--- config.mk ---
export PLATFORM = sky130hd
export DESIGN_NAME = leb128_decoder
export DESIGN_NICKNAME = d
export VERILOG_FILES = /design/src/rtl/leb128_pkg.sv /design/src/rtl/leb128_pad_check.sv /design/src/rtl/leb128_decoder.sv
export SDC_FILE = /design/constraint.sdc
export NUM_CORES = 1
export LEC_CHECK = 0
export ABC_AREA = 0
export CORE_AREA = 10 10 143 145
export CTS_BUF_LIST = sky130_fd_sc_hd__clkbuf_8 sky130_fd_sc_hd__clkbuf_16
export DETAILED_ROUTE_END_ITERATION = 10
export DIE_AREA = 0 0 153 155
export PLACE_DENSITY_LB_ADDON = 0.25
export SLEW_MARGIN = 25
export SYNTH_ARGS = -nofsm -noshare
export SYNTH_HDL_FRONTEND = slang
export SYNTH_HIERARCHICAL = 1
export SYNTH_SLANG_ARGS = --single-unit
--- constraint.sdc ---
create_clock -name clk -period 4.05 [get_ports clk]
set_input_delay 0.405 -clock clk [delete_from_list [all_inputs] [get_ports clk]]
set_output_delay 0.405 -clock clk [all_outputs]
set_load 0.1 [all_outputs]
--- src/rtl/leb128_pkg.sv ---
// Shared constants and types for the LEB128 immediate decoder: error codes,
// FSM encodings, byte limits and the registered result record.
package leb128_pkg;

  localparam logic [1:0] ERR_NONE     = 2'd0;
  localparam logic [1:0] ERR_OVERLONG = 2'd1;
  localparam logic [1:0] ERR_PAD      = 2'd2;
  localparam logic [1:0] ERR_NO64     = 2'd3;

  localparam logic [1:0] ST_IDLE  = 2'd0;
  localparam logic [1:0] ST_ACCUM = 2'd1;
  localparam logic [1:0] ST_DONE  = 2'd2;

  localparam logic [3:0] LEB_MAX32 = 4'd5;
  localparam logic [3:0] LEB_MAX64 = 4'd10;

  typedef struct packed {
    logic [63:0] data;
    logic [3:0]  count;
    logic [1:0]  error;
  } leb_result_t;

  function automatic logic [3:0] leb_limit(input logic wide);
    return wide ? LEB_MAX64 : LEB_MAX32;
  endfunction

  // 32-bit results live in the low word; the upper word is always zero.
  function automatic logic [63:0] width_mask(input logic wide);
    return wide ? 64'hFFFF_FFFF_FFFF_FFFF : 64'h0000_0000_FFFF_FFFF;
  endfunction

endpackage

--- src/rtl/leb128_pad_check.sv ---
// Combinational check of the unused high bits in the last permitted LEB128 byte,
// plus the ones-mask used to sign-extend a negative signed immediate.
module leb128_pad_check
  import leb128_pkg::*;
(
  input  logic [7:0]  final_byte,
  input  logic [3:0]  count,
  input  logic        is_signed,
  input  logic        wide,
  output logic        pad_error,
  output logic [63:0] sign_fill
);

  logic       at_limit;
  logic [6:0] fill_shift;

  assign at_limit   = (count == leb_limit(wide));
  assign fill_shift = 7'(count) * 7'd7;

  // Only byte N can carry bits beyond the target width.
  always_comb begin
    pad_error = 1'b0;
    if (at_limit) begin
      case ({is_signed, wide})
        2'b00:   pad_error = |final_byte[6:4];
        2'b10:   pad_error = (final_byte[6:4] != {3{final_byte[3]}});
        2'b01:   pad_error = |final_byte[6:1];
        default: pad_error = (final_byte[6:1] != {6{final_byte[0]}});
      endcase
    end
  end

  // A shift of 64 or more yields zero, so full-length immediates get no fill.
  always_comb begin
    sign_fill = '0;
    if (is_signed && final_byte[6] && !pad_error) begin
      sign_fill = ({64{1'b1}} << fill_shift) & width_mask(wide);
    end
  end

endmodule

--- src/rtl/leb128_decoder.sv ---
// LEB128 immediate decoder: one command, then one bytecode byte per cycle
// until the final byte or an error, then a held result until consumed.
module leb128_decoder
  import leb128_pkg::*;
#(
  parameter bit USE_64B = 1'b1
) (
  input  logic        clk,
  input  logic        reset,
  input  logic        cmd_valid,
  output logic        cmd_ready,
  input  logic        cmd_signed,
  input  logic        cmd_wide,
  input  logic [7:0]  in_data,
  input  logic        in_valid,
  output logic        in_ready,
  output logic [63:0] out_data,
  output logic [3:0]  out_count,
  output logic [1:0]  out_error,
  output logic        out_valid,
  input  logic        out_ready,
  output logic [1:0]  dbg_state
);

  // Handshakes: a transfer happens on a rising edge where valid && ready.
  // All ready/valid outputs depend only on the registered state.
  logic [1:0]  state;
  logic        sgn_q;
  logic        wide_q;
  logic [63:0] acc;
  logic [3:0]  count;
  leb_result_t res;

  logic [3:0]  count_next;
  logic [6:0]  shift;
  logic [63:0] acc_next;
  logic [63:0] wmask;
  logic        pad_error;
  logic [63:0] sign_fill;

  assign count_next = count + 4'd1;
  assign shift      = 7'(count) * 7'd7;
  assign acc_next   = acc | (64'(in_data[6:0]) << shift);
  assign wmask      = width_mask(wide_q);

  leb128_pad_check u_pad_check (
    .final_byte (in_data),
    .count      (count_next),
    .is_signed  (sgn_q),
    .wide       (wide_q),
    .pad_error  (pad_error),
    .sign_fill  (sign_fill)
  );

  always_ff @(posedge clk or negedge reset) begin
    if (!reset) begin
      state  <= ST_IDLE;
      sgn_q  <= 1'b0;
      wide_q <= 1'b0;
      acc    <= '0;
      count  <= '0;
      res    <= '{data: 64'd0, count: 4'd0, error: ERR_NONE};
    end else begin
      case (state)
        ST_IDLE: begin
          if (cmd_valid) begin
            sgn_q  <= cmd_signed;
            wide_q <= cmd_wide;
            acc    <= '0;
            count  <= '0;
            if (cmd_wide && !USE_64B) begin
              state <= ST_DONE;
              res   <= '{data: 64'd0, count: 4'd0, error: ERR_NO64};
            end else begin
              state <= ST_ACCUM;
            end
          end
        end
        ST_ACCUM: begin
          if (in_valid) begin
            acc   <= acc_next;
            count <= count_next;
            if (in_data[7]) begin
              if (count_next == leb_limit(wide_q)) begin
                state <= ST_DONE;
                res   <= '{data: acc_next & wmask, count: count_next,
                           error: ERR_OVERLONG};
              end
            end else begin
              state <= ST_DONE;
              res   <= '{data: (acc_next | sign_fill) & wmask, count: count_next,
                         error: pad_error ? ERR_PAD : ERR_NONE};
            end
          end
        end
        ST_DONE: begin
          if (out_ready) begin
            state <= ST_IDLE;
          end
        end
        default: state <= ST_IDLE;
      endcase
    end
  end

  assign cmd_ready = (state == ST_IDLE);
  assign in_ready  = (state == ST_ACCUM);
  assign out_valid = (state == ST_DONE);
  assign out_data  = res.data;
  assign out_count = res.count;
  assign out_error = res.error;
  assign dbg_state = state;

endmodule
# Word-level counts from Yosys, hierarchy flattened
# Index checks and enable logic that the tools add are counted.
[totals]
ff_bits = 142
in_bits = 15
output_inout_bits = 75
word_cells = 62
[op_classes]
addsub = 1
multipliers = 2
eq_ne = 12
n_shift = 2
n_mux = 20
bitwise_logic = 5
n_reduce_logical = 12
[ops]
columns = ["op", "count"]
rows = [
  ["$mux W64", 4],
  ["$and A64 B64 Y64", 3],
  ["$mux W70", 2],
  ["$or A64 B64 Y64", 2],
  ["$pmux W64 S2", 1],
  ["$shl A64 B7 Y64 const A", 1],
  ["$shl A7 B7 Y64", 1],
  ["$mul A4 B3 Y7 const B", 2],
  ["$mux W2", 6],
  ["$mux W4", 3],
  ["$pmux W4 S2", 1],
  ["$ne A6 B6 Y1", 1],
  ["$pmux W2 S3", 1],
  ["$reduce_and A3 Y1", 2],
  ["$reduce_or A6 Y1", 1],
  ["$add A4 B1 Y4 const B", 1],
  ["$eq A2 B1 Y1 const B", 2],
  ["$eq A2 B2 Y1 const B", 2],
  ["$eq A4 B4 Y1", 1],
  ["$logic_not A2 Y1", 2],
  ["$ne A2 B1 Y1 const B", 2],
  ["$ne A2 B2 Y1 const B", 2],
  ["$reduce_and A4 Y1", 1],
  ["$ne A3 B2 Y1 const B", 1],
  ["8 further kinds", 9],
]

# Depth between registers and ports, before layout
# Gate-level depths: netlist of run 1.
[logic_depth]
depth_word = 9
ltp_mapped = 16
ltp_nobuf = 15

# Cells and area by module
# Netlist of run 1, hierarchy kept.
[modules_own_cells]
columns = ["mod", "n_inst", "cells_each", "area_each_um2", "seq_area_each_um2"]
rows = [
  ["leb128_decoder", 1, 633, 6510.0, 3553.4],
  ["leb128_pad_check", 1, 214, 1228.7, 0.0],
]

# Worst setup path after synthesis of run 1
# Ideal clock, no wire load.
[synth_timing]
path_kind = "register -> register"
start = "register count[0]"
end = "register res (netlist bit out_data[28])"
setup_ns = 0.128
arrival_ns = 3.523
t_required_ns = 3.922
slack_ns = 0.399
stages_incl_launch_ff = 15
n_path_buf = 1
period_less_slack_ns = 3.651
cell_sequence = "dfrtp_1 ha_1 xor2_1 inv_1 fa_1 inv_1 ha_1 a21o_1 and4_1 o21ai_1 clkbuf_1 nor3b_1 inv_1 o21ai_0 mux2_1"
[synth_between]
elab_chain_cells = 9
elab_cells_between_ends = 19
cone_classes = "add/sub: 1; mul: 2; eq/ne: 2; shift: 2; mux: 4; bitwise: 5; reduce/logical: 3"
[synth_lines]
columns = ["element", "line", "rtl"]
rows = [
  ["from (decl)", "leb128_decoder.sv:31", "logic [3:0] count;"],
  ["from (signal assigned)", "leb128_decoder.sv:82", "count <= count_next;"],
  ["$add A4 B1 Y4 *", "leb128_decoder.sv:41", "assign count_next = count + 4'd1;"],
  ["via count_next[2]", "leb128_decoder.sv:34", "logic [3:0] count_next;"],
  ["branches (longest 4 deep; another with $mul A4 B3 Y7)", "--", ""],
  ["$mux W64 *", "leb128_pad_check.sv:36", "if (is_signed && final_byte[6] && !pad_error) begin"],
  ["via sign_fill[28]", "leb128_decoder.sv:39", "logic [63:0] sign_fill;"],
  ["$or A64 B64 Y64 *", "leb128_decoder.sv:91", "res <= '{data: (acc_next | sign_fill) & wmask, count: count_next,"],
  ["$and A64 B64 Y64 *", "leb128_decoder.sv:91", ""],
  ["$mux W70 *", "leb128_decoder.sv:83", "if (in_data[7]) begin"],
  ["to (signal assigned)", "leb128_decoder.sv:73", "res <= '{data: 64'd0, count: 4'd0, error: ERR_NO64};"],
  ["to (signal assigned)", "leb128_decoder.sv:86", "res <= '{data: acc_next & wmask, count: count_next,"],
  ["to (signal assigned)", "leb128_decoder.sv:91", ""],
  ["to (decl)", "leb128_decoder.sv:32", "leb_result_t res;"],
]
# Mark *: on every way through the listed nets, which the timed path passes. The select of a mux whose other input is x is not followed.
# A chain may end at the register's enable or synchronous reset.

# Worst setup path after layout of run 1
[layout_timing]
start = "register count[0]"
end = "register res (netlist bit out_data[48])"
# Same word-level chain as after synthesis.

==> insert_results.sql, run 1 <==
INSERT INTO impl_metrics (metric_group, metric, value, unit) VALUES
('outcome', 'outcome', 'completed', ''),
('timing', 'final_period_minus_worst_setup_slack', '3795', 'ps'),
('yosys', 'syn-num-nets', '876', ''),
('yosys', 'synth_cell_type_count', '50', ''),
('yosys', 'register_bit_total_from_synthesis', '142', ''),
('setup_path', 'crit_type', 'reg -> reg', ''),
('yosys', 'asyncSetResetFlopFracSynth', '100.0', '%'),
('floorplanning', 'io_pins', '90', ''),
('timing', 'slew_headroom', '31.48', '%'),
('drt', 'routedWlPerCell', '19.01', 'um'),
('global_route', 'grtUsageMet1', '22.47', '%'),
('floorplanning', 'floorplan.rows', '49', ''),
('cells_and_area', 'final_net_count', '955', ''),
('yosys', 'post_synth_main_area_contributors', 'dfrtp_1, a21oi_1, mux2_1', ''),
('global_route', 'antenna_found_initial', '0', ''),
('drt', 'post_route_ant_nets', '0', ''),
('yosys', 'avgSynthCellArea', '9.137', 'um^2'),
('clocking', 'cts_made_buffers', '17', ''),
('placed_design', 'gp_congestion', '0.9572', ''),
('drt', 'first_pass_iters', '5', ''),
('placed_design', 'port_buffers', '89', ''),
('global_route', 'globalRouteMet2Util', '31.19', '%'),
('timing', 'max_slew.worst_pin.slew', '1013', 'ps'),
('timing', 'setup_viol', '0', ''),
('global_route', 'first_global_vias', '6495', ''),
('clocking', 'maximum_level_of_the_cts_h_tree', '4', ''),
('yosys', 'post-synth-top-count-cell', 'dfrtp_1', ''),
('setup_path', 'timing.critical_path.fanout_max', '31', ''),
('setup_path', 'critPathLaunchType', 'flop', ''),
('yosys', 'synthDominantCellAreaShare', '45.92', '%'),
('clocking', 'hold_buffers', '0', ''),
('cells_and_area', 'register_area', '0.003553', 'mm^2'),
('drt', 'postRouteWirelength', '22.21', 'mm'),
('drt', 'starting_drc_count_in_detailed_routing', '591', ''),
('global_route', 'grt_util_all_layers', '18.44', '%'),
('clocking', 'cts_setup_buffers', '0', ''),
('floorplanning', 'die_width', '153', 'um'),
('timing', 'timing_max_transition_violations_final', '0', ''),
('setup_path', 'critPathLaunch', 'count[0]$_DFFE_PN0P_', ''),
('clocking', 'cts.reportedPaths.clkPinSlew', '60', 'ps'),
('clocking', 'worstSkewPairLatency', '430', 'ps'),
('timing', 'max_freq', '263.5', 'MHz'),
('floorplanning', 'die-height', '155', 'um'),
('global_route', 'grt_first_pass_wirelength', '35.54', 'mm'),
('cells_and_area', 'antenna_cells', '0', ''),
('timing', 'final_min_period_over_clock_period', '93.71', '%'),
('clocking', 'clock-root-buffer', 'clkbuf_16', ''),
('setup_path', 'rr_startpoint', 'count[0]$_DFFE_PN0P_', ''),
('setup_path', 'critical_path.endpoint_type', 'flop', ''),
('placed_design', 'detailedPlacementHpwl', '15.08', 'mm'),
('min_path', 'min_delay_path_class', 'in -> async', ''),
('drt', 'drt_drc_violations_left', '0', ''),
('global_route', 'gr-max-usage-layer', 'met2', ''),
('timing', 'totalNegativeSetupSlack', '0', 'ps'),
('global_route', 'largest_net_degree_at_the_start_of_global_routing', '107', ''),
('yosys', 'ys_dominant_reg_cell', 'dfrtp_1', ''),
('floorplanning', 'placeableCoreArea', '0.01766', 'mm^2'),
('cells_and_area', 'final.fill_count', '1657', ''),
('cells_and_area', 'multi_input_comb_area', '0.003696', 'mm^2'),
('global_route', 'grt_overflow', '0', ''),
('yosys', 'synth_warnings', '6', ''),
('clocking', 'cts_tree', 'built', ''),
('yosys', 'yosys.area.top_type', 'dfrtp_1', ''),
('timing', 'grt_setup_unrepaired', 'false', ''),
('floorplanning', 'effective_utilization_at_floorplan', '43.83', '%'),
('timing', 'clock-skew-final', '8.499', 'ps'),
('job', 'max_cap_viols', '0', ''),
('setup_path', 'worstPathArrival', '4160', 'ps'),
('clocking', 'clk_path_buf_depth', '2', ''),
('yosys', 'synth_seq_area_share', '45.92', '%'),
('clocking', 'clkSinkCount', '142', ''),
('global_route', 'use_met3', '4.632', '%'),
('drt', 'vias', '6577', ''),
('yosys', 'number_of_instances_in_the_synthesized_netlist', '847', ''),
('yosys', 'synth.cells.most_frequent', 'dfrtp_1, a21oi_1, nand2_1', ''),
('setup_path', 'worst_ep_required_time', '4420', 'ps'),
('yosys', 'synth_enable_flop_cells', '0', ''),
('yosys', 'synthesized_area', '0.007739', 'mm^2'),
('cells_and_area', 'area_growth_syn_to_layout', '22.65', '%'),
('timing', 'hold_viol_final', '0', ''),
('cells_and_area', 'final_layout_size_suffix_gt1_share', '9.372', '%'),
('drt', 'drt-vias-per-instance', '5.631', ''),
('floorplanning', 'die_footprint', '0.02372', 'mm^2');
[sequential cells by signal, summed over array words and instances, names as in the netlist]
register and flops:
sgn_q 1, out_data 64, acc 64, out_count 4, wide_q 1, dbg_state 2, count 4, out_error 2
[what timing repair did]
item                       4_1_cts  5_1_grt
resized for setup                0        1
hold endpoints to repair         0        0
setup endpoints to repair        0        1
[final cells by class]
| type | count | share of cell area (%) |
|---|---|---|
| multi-input combinational | 583 | 38.94 |
| timing repair buffer | 129 | 12.72 |
| sequential | 142 | 37.44 |
| clock inverter | 15 | 1.305 |
| tap | 229 | 3.019 |
| inverter | 53 | 2.096 |
| clock buffer | 17 | 4.482 |
[worst max-delay path, stage by stage, from the launching register on]
cell      delay, ps
dfrtp_1         430
ha_1            250
xor2_1          350
inv_1           150
fa_1            570
inv_1            50
ha_1            270
a21o_1          220
a21oi_1         190
xor2_1          170
buf_4           290
nor2b_1          90
nor3b_1         230
nand2_1          80
a21boi_0        240
mux2_1          170
[through the flow]
| step | utilization [%] | setup WS, ps | std cells | area [um^2] | hold slack [ps] |
|---|---|---|---|---|---|
| after floorplan | - | 399.3 | 847 | 7739 | 109.4 |
| after global placement | 50.53 | 299.9 | 1136 | 8922 | 468.0 |
| after detailed placement | 50.57 | 256.8 | 1136 | 8929 | 473.7 |
| after CTS | 53.68 | 247.8 | 1168 | 9478 | 160.4 |
| after global routing | 53.76 | 31.58 | 1168 | 9492 | 144.4 |
| final | 53.76 | 254.6 | 1168 | 9492 | 57.74 |
[cell usage in the layout (no fill, tap or decap), types with 2 or more instances in the layout]
cell type / instances
a21boi_0: 31
a21o_1: 2
a21oi_1: 138
a221oi_1: 21
a22o_1: 4
buf_4: 39
clkbuf_16: 17
clkdlybuf4s50_1: 88
clkinv_2: 5
clkinv_4: 2
clkinvlp_4: 4
dfrtp_1: 142
fa_1: 4
ha_1: 10
inv_1: 52
inv_2: 2
inv_6: 2
mux2_1: 46
mux2_2: 4
mux2i_1: 23
nand2_1: 117
nand2b_1: 4
nand3_1: 2
nand4_1: 2
nor2_1: 52
nor2b_1: 6
nor3_1: 10
nor3b_1: 17
nor4_1: 13
nor4b_2: 3
o21ai_0: 43
o22ai_1: 2
o31ai_1: 4
xor2_1: 3
[worst paths after layout]
kind                                            endpoint  slack, ps  depth (start not counted)
max in group asynchronous       dbg_state[1]$_DFFE_PN0P_       3130                          2
worst min register to register  out_data[28]$_DFFE_PN0P_        480                          1
worst min-delay path                 acc[33]$_DFFE_PN0P_         60                          1
worst max register to register  out_data[48]$_DFFE_PN0P_        250                         15
worst max-delay path            out_data[48]$_DFFE_PN0P_        250                         15
min in group clk                out_data[28]$_DFFE_PN0P_        480                          1
[kinds of logic (layout without fill, tap and decap cells)]
kind of cell,after synthesis,in the layout,synth area share [%]
AO/OA/AOI/OAI,256,256,19.39
AND/OR/NAND/NOR,235,235,14.15
flip-flops,142,142,45.92
buffers and inverters,122,214,7.082
multiplexers,73,73,10.25
adder cells (fa/ha/maj),14,14,2.652
XOR/XNOR,5,5,0.5660
[metal layers]
metal | vias up | share of wire (%)
li1 | 3092 | -
met4 | 0 | 2.2
met3 | 39 | 5.4
met1 | 3272 | 44
met2 | 174 | 49
met5 | - | 0
Power of run 1 is left out: the tool's default activity adds up to more than one toggle a clock period on the data nets, which glitch-free logic cannot reach.
==> run 2: changes to the inputs <==
--- a/constraint.sdc
+++ b/constraint.sdc
@@ -3,2 +3,2 @@
 set_output_delay 0.405 -clock clk [all_outputs]
-set_load 0.1 [all_outputs]
+set_load 0.05 [all_outputs]
==> results of run 2 <==
Same layout as run 1 (identical final DEF). Status: completed.
Power figures use the tool's default switching activity.
